<file path="src/rtl/dmem_port_arbiter_if.sv">
// dmem_port_arbiter_if: one requester port of the data-memory arbiter
// Signals: req/we/addr/wdata/wstrb from the requester (held until gnt is seen),
//   gnt/rvalid/rdata/err back from the arbiter.
// Modports: master = requester side, slave = arbiter side.
interface dmem_port_arbiter_if #(
    parameter int ADDR_W = 32,
    parameter int DATA_W = 32
);
    logic              req;
    logic              we;
    logic [ADDR_W-1:0] addr;
    logic [DATA_W-1:0] wdata;
    logic [DATA_W/8-1:0] wstrb;
    logic              gnt;
    logic              rvalid;
    logic [DATA_W-1:0] rdata;
    logic              err;
    modport master (output req, we, addr, wdata, wstrb, input gnt, rvalid, rdata, err);
    modport slave  (input req, we, addr, wdata, wstrb, output gnt, rvalid, rdata, err);
endinterface

</file>
<file path="src/rtl/dmem_port_arbiter.sv">
// dmem_port_arbiter: shares one data-memory port between the core (c) and debug/loader (d) requesters
// Ports: clk; reset (synchronous, active-high); c, d: requester ports (dmem_port_arbiter_if.slave);
//   core_stall: core requesting but not granted; mem_en/mem_we/mem_widx/mem_wdata/mem_wstrb: memory
//   access of the granted port; mem_rdata: synchronous read data, valid the cycle after a read strobe.
// Build option: DMEM_ARB_CORE_PRIO_EN selects fixed core priority; undefined gives round-robin.
module dmem_port_arbiter #(
    parameter  int ADDR_W    = 32,
    parameter  int DATA_W    = 32,
    parameter  int MEM_WORDS = 64,
    localparam int SW        = DATA_W / 8,
    localparam int IW        = $clog2(MEM_WORDS)
) (
    input  logic                 clk,
    input  logic                 reset,
    dmem_port_arbiter_if.slave   c,
    dmem_port_arbiter_if.slave   d,
    output logic                 core_stall,
    output logic                 mem_en,
    output logic                 mem_we,
    output logic [IW-1:0]        mem_widx,
    output logic [DATA_W-1:0]    mem_wdata,
    output logic [SW-1:0]        mem_wstrb,
    input  logic [DATA_W-1:0]    mem_rdata
);
    localparam logic [ADDR_W-3:0] LIMIT = (ADDR_W-2)'(MEM_WORDS);
    logic              pick_d, gnt_c, gnt_d, any_gnt, sel_we, oob;
    logic              rd_pend, rd_owner, rd_err, rv_c, rv_d;
    logic [ADDR_W-3:0] widx;
    logic [DATA_W-1:0] rdata;
`ifdef DMEM_ARB_CORE_PRIO_EN
    assign pick_d = d.req & ~c.req;
`else
    logic last_d;
    // On a collision the port that did not win last time goes first.
    assign pick_d = d.req & (~c.req | ~last_d);
`endif
    assign gnt_d   = ~reset & pick_d;
    assign gnt_c   = ~reset & c.req & ~pick_d;
    assign any_gnt = gnt_c | gnt_d;
    assign sel_we  = pick_d ? d.we : c.we;
    assign widx    = pick_d ? d.addr[ADDR_W-1:2] : c.addr[ADDR_W-1:2];
    // Out-of-range accesses are still granted so the requester never hangs; memory is not touched.
    assign oob       = widx >= LIMIT;
    assign mem_en    = any_gnt & ~oob;
    assign mem_we    = mem_en & sel_we;
    assign mem_widx  = any_gnt ? widx[IW-1:0] : '0;
    assign mem_wdata = any_gnt ? (pick_d ? d.wdata : c.wdata) : '0;
    assign mem_wstrb = any_gnt ? (pick_d ? d.wstrb : c.wstrb) : '0;
    assign core_stall = ~reset & c.req & ~gnt_c;
    // rvalid is masked during reset so a read granted just before reset never returns.
    assign rv_c     = ~reset & rd_pend & ~rd_owner;
    assign rv_d     = ~reset & rd_pend & rd_owner;
    assign rdata    = rd_err ? '0 : mem_rdata;
    assign c.gnt    = gnt_c;
    assign d.gnt    = gnt_d;
    assign c.rvalid = rv_c;
    assign d.rvalid = rv_d;
    assign c.rdata  = rv_c ? rdata : '0;
    assign d.rdata  = rv_d ? rdata : '0;
    assign c.err    = (gnt_c & sel_we & oob) | (rv_c & rd_err);
    assign d.err    = (gnt_d & sel_we & oob) | (rv_d & rd_err);
    always_ff @(posedge clk) begin
        if (reset) begin
            rd_pend  <= 1'b0;
            rd_owner <= 1'b0;
            rd_err   <= 1'b0;
        end else begin
            rd_pend  <= any_gnt & ~sel_we;
            rd_owner <= gnt_d;
            rd_err   <= oob;
        end
    end
`ifndef DMEM_ARB_CORE_PRIO_EN
    always_ff @(posedge clk) begin
        if (reset)
            last_d <= 1'b0;
        else if (any_gnt)
            last_d <= gnt_d;
    end
`endif
endmodule
</file>
<file path="src/flat_wrapper.sv">
// flat-port wrapper written by rule: the top's interface ports become plain ports
module dmem_port_arbiter_flat 
#(
    parameter  int ADDR_W    = 32,
    parameter  int DATA_W    = 32,
    parameter  int MEM_WORDS = 64,
    localparam int SW        = DATA_W / 8,
    localparam int IW        = $clog2(MEM_WORDS)
)
  (clk, reset, core_stall, mem_en, mem_we, mem_widx, mem_wdata, mem_wstrb, mem_rdata, c_req, c_we, c_addr, c_wdata, c_wstrb, c_gnt, c_rvalid, c_rdata, c_err, d_req, d_we, d_addr, d_wdata, d_wstrb, d_gnt, d_rvalid, d_rdata, d_err);
  dmem_port_arbiter_if #(.ADDR_W(ADDR_W), .DATA_W(DATA_W)) c_i ();
  dmem_port_arbiter_if #(.ADDR_W(ADDR_W), .DATA_W(DATA_W)) d_i ();
  input  logic clk;
  input  logic reset;
  output logic core_stall;
  output logic mem_en;
  output logic mem_we;
  output logic [IW-1:0] mem_widx;
  output logic [DATA_W-1:0] mem_wdata;
  output logic [SW-1:0] mem_wstrb;
  input  logic [DATA_W-1:0] mem_rdata;
  input wire logic [$bits(c_i.req)-1:0] c_req;
  input wire logic [$bits(c_i.we)-1:0] c_we;
  input wire logic [$bits(c_i.addr)-1:0] c_addr;
  input wire logic [$bits(c_i.wdata)-1:0] c_wdata;
  input wire logic [$bits(c_i.wstrb)-1:0] c_wstrb;
  output wire logic [$bits(c_i.gnt)-1:0] c_gnt;
  output wire logic [$bits(c_i.rvalid)-1:0] c_rvalid;
  output wire logic [$bits(c_i.rdata)-1:0] c_rdata;
  output wire logic [$bits(c_i.err)-1:0] c_err;
  input wire logic [$bits(d_i.req)-1:0] d_req;
  input wire logic [$bits(d_i.we)-1:0] d_we;
  input wire logic [$bits(d_i.addr)-1:0] d_addr;
  input wire logic [$bits(d_i.wdata)-1:0] d_wdata;
  input wire logic [$bits(d_i.wstrb)-1:0] d_wstrb;
  output wire logic [$bits(d_i.gnt)-1:0] d_gnt;
  output wire logic [$bits(d_i.rvalid)-1:0] d_rvalid;
  output wire logic [$bits(d_i.rdata)-1:0] d_rdata;
  output wire logic [$bits(d_i.err)-1:0] d_err;
  assign c_i.req = c_req;
  assign c_i.we = c_we;
  assign c_i.addr = c_addr;
  assign c_i.wdata = c_wdata;
  assign c_i.wstrb = c_wstrb;
  assign c_gnt = c_i.gnt;
  assign c_rvalid = c_i.rvalid;
  assign c_rdata = c_i.rdata;
  assign c_err = c_i.err;
  assign d_i.req = d_req;
  assign d_i.we = d_we;
  assign d_i.addr = d_addr;
  assign d_i.wdata = d_wdata;
  assign d_i.wstrb = d_wstrb;
  assign d_gnt = d_i.gnt;
  assign d_rvalid = d_i.rvalid;
  assign d_rdata = d_i.rdata;
  assign d_err = d_i.err;
  dmem_port_arbiter #(.ADDR_W(ADDR_W), .DATA_W(DATA_W), .MEM_WORDS(MEM_WORDS)) u_core (.clk(clk), .reset(reset), .c(c_i), .d(d_i), .core_stall(core_stall), .mem_en(mem_en), .mem_we(mem_we), .mem_widx(mem_widx), .mem_wdata(mem_wdata), .mem_wstrb(mem_wstrb), .mem_rdata(mem_rdata));
endmodule
</file>
<file path="config.mk">
export PLATFORM = sky130hd
export DESIGN_NAME = dmem_port_arbiter_flat
export DESIGN_NICKNAME = d
export VERILOG_FILES = /design/src/rtl/dmem_port_arbiter_if.sv /design/src/rtl/dmem_port_arbiter.sv /design/src/flat_wrapper.sv
export SDC_FILE = /design/constraint.sdc
export NUM_CORES = 1
export LEC_CHECK = 0
export ABC_CLOCK_PERIOD_IN_PS = 2900
export BUFFER_PORTS_ARGS = -buffer_cell sky130_fd_sc_hd__buf_2
export CAP_MARGIN = 15
export CORE_AREA = 4 4 110 112
export CTS_CLUSTER_SIZE = 24
export DETAILED_ROUTE_END_ITERATION = 10
export DIE_AREA = 0 0 114 116
export PLACE_DENSITY = 0.44
export SETUP_SLACK_MARGIN = 0.15
export SYNTH_ARGS = -nofsm -noshare
export SYNTH_HDL_FRONTEND = slang
export SYNTH_SLANG_ARGS = --single-unit
export TNS_END_PERCENT = 30
</file>
<file path="constraint.sdc">
create_clock -name clk -period 2.9 [get_ports clk]
set_input_delay 0.29 -clock clk [delete_from_list [all_inputs] [get_ports clk]]
set_output_delay 0.29 -clock clk [all_outputs]
set_load 0.005 [all_outputs]
</file>
==> results.py <==
metrics = {
    "critical_path": {
        "required_ns": 2.61,
        "critPathMaxFanout": 18,
        "cp-start-kind": "register",
        "end_kind": "output port",
        "r2r-start": "u_core.last_d",
        "worstRegToRegCells": 5,
        "cp.arrival_ns": 1.76,
        "r2r_end": "u_core.rd_err",
        "path_class": "reg2out",
        "regToRegSetupSlack_ns": 1.66,
    },
    "layout": {
        "final_cell_area_sq_um": 3090,
        "register_area_sq_um": 80.1,
        "nFillCells": 1272,
        "multi_input_area_sq_um": 1260,
        "layout_commonest_cell": "buf_2",
        "final_cell_mix": "284 x buf_2, 85 x nand2_1, 54 x nor2_1",
        "syn2layout_area_growth_pct": 107,
        "fin_nets": 735,
        "final_util_pct": 27.5,
        "antenna_cells": 0,
        "drive_gt1_share_pct": 56.0,
    },
    "die": {
        "start_util_pct": 13.3,
        "die_height_um": 116,
        "io_pins": 289,
        "core_area_sq_um": 11200,
        "die_area_sq_um": 13200,
        "rows": 39,
        "fp.dieW_um": 114,
    },
    "worst_hold_path": {
        "min_delay_path_depth": 3,
        "hold_start": "d_req",
        "hold_end": "u_core.last_d",
        "hp-class": "in2reg",
    },
    "timing": {
        "post-route-period-util_pct": 70.6,
        "drv_slew": 0,
        "min_period_ns": 2.05,
        "holdWs_ns": 0.377,
        "setup_viol": 0,
        "tightest_slew_ns": 0.891,
        "tns_ns": 0,
        "fmax_mhz": 489,
        "setup_slack_ns": 0.854,
        "rsz0062_at_grt": "false",
        "hold_viol": 0,
        "maxSlewHeadroom_pct": 40.5,
        "skew_ns": 0.00187,
    },
    "placement": {
        "placed_area_sq_um": 3020,
        "gp_congestion": 0.804,
        "dp_worst_setup_slack_ns": 0.857,
        "io_buffers": 284,
        "hpwl_mm": 7.51,
    },
    "detailed_routing": {
        "antenna_left": 0,
        "drt_iter0_markers": 83,
        "finalWirelength_mm": 8.76,
        "first_pass_iters": 4,
        "via_per_inst": 4.06,
        "vias": 2852,
        "drc": 0,
        "routedWlPerCell_um": 12.5,
    },
    "synthesis": {
        "ys_seq_area_share_pct": 5.36,
        "ys.flop_type": "dfxtp_1",
        "yosysWarnings": 0,
        "synth.area.top_cells": "nand2_1 21%, a21oi_1 14%, nor2_1 14%, nand2b_1 13%, nor2_2 5.4%",
        "ys_ff_latch": 4,
        "syn_area_per_cell_sq_um": 5.17,
        "synthCells": 289,
        "synth_edf_count": 0,
        "synth_top_area_share_pct": 21.4,
        "syn_area_sq_um": 1490,
        "synth.distinct_cells": 25,
        "synth_nets": 463,
        "async_flop_share_pct": 0,
        "yosys.area.top_type": "nand2_1",
    },
    "global_route": {
        "grt_max_degree": 45,
        "grt_pass1_wl_mm": 12.8,
        "grtUsageTotal_pct": 11.7,
        "antenna_found_initial": 0,
        "grt_overflow": 0,
        "grt_pass1_vias": 2711,
    },
    "clock_network": {
        "clk_pin_slew_ns": 0.03,
        "cts_max_level": 1,
        "ctsHoldBuffers": 0,
        "clock_latency_ns": 0.22,
        "ctsRootBufferMaster": "clkbuf_16",
        "cts_setup_buffers": 0,
        "clock-sinks": 4,
        "numCtsBuffers": 3,
        "cts_resized": 0,
        "cts_tree": "done",
        "clockBufferDepth": 2,
    },
    "outcome": {
        "status": "complete, no violations",
    },
    "job": {
        "cap_violations": 0,
    },
    "power": {
        "power.leakage_nw": 1.89,
        "power_density_nw_per_um2": 194,
        "peakVddDrop_mv": 0.0965,
    },
}
==> synthesized netlist by cell type, types with 3 or more instances <==
library cell,count
nand2_1,85
a21oi_1,43
clkbuf_1,6
nor2_1,54
nand2b_1,32
buf_6,5
nor2_2,13
nor4_1,12
inv_1,3
dfxtp_1,4
buf_2,14
==> layer usage <==
layer	track usage, %	part of all wire, %	vias to the layer above
li1	-	-	1475
met1	13.5	36	1219
met2	22.1	53	154
met3	2.14	10	4
met4	2.61	0.86	0
met5	0	0	-
==> worst max-delay path, cell delays in order, from the launching register on <==
cell and delay, ns:
dfxtp_1 0.31, or3b_1 0.63, buf_4 0.34, nor2_2 0.14, buf_2 0.12
==> worst max path at each step <==
stage,end,depth (start not counted),slack (ns),startpoint
floorplan,c_rdata[10],5,1.45,reset
global placement,c_rdata[8],5,0.86,reset
detailed placement,c_rdata[8],5,0.86,reset
CTS,c_rdata[8],4,0.83,u_core.rd_pend
global route,mem_widx[4],6,0.68,u_core.last_d
finish,c_rdata[8],4,0.85,u_core.rd_pend
==> kinds of logic after synthesis <==
| kind of cell | count (synthesis) | synth area share (%) |
|---|---|---|
| compound gates | 47 | 17.1 |
| flops | 4 | 5.36 |
| mux | 2 | 1.34 |
| simple gates | 208 | 65.5 |
| buf+inv | 28 | 10.7 |
==> state kept, by name (all words and copies together) (netlist names) <==
name,count
u_core.last_d,1
u_core.rd_err,1
u_core.rd_owner,1
u_core.rd_pend,1
==> per-stage QoR <==
stage / total power, mW / cells
CTS: 0.609 / 702
global route: 0.650 / 702
finish: 0.599 / 702
global placement: 0.388 / 699
detailed placement: 0.390 / 699
floorplan: 0.208 / 289
==> layout make-up <==
| cell class | instances | share of cell area (%) |
|---|---|---|
| Tap cell | 143 | 5.79 |
| Clock buffer | 3 | 2.43 |
| Timing Repair Buffer | 292 | 47.9 |
| Multi-Input combinational cell | 257 | 40.9 |
| Sequential cell | 4 | 2.59 |
| Inverter | 3 | 0.364 |
==> report_power, final <==
part           leakage (nW)  total (mW)  internal (mW)  switching, mW
Combinational          1.82       0.321          0.165          0.157
Sequential           0.0334      0.0656         0.0589        0.00665
Clock                0.0370       0.212          0.176         0.0364
Total                  1.89       0.599          0.400          0.200
No activity file was read; power rests on OpenSTA's default activity.
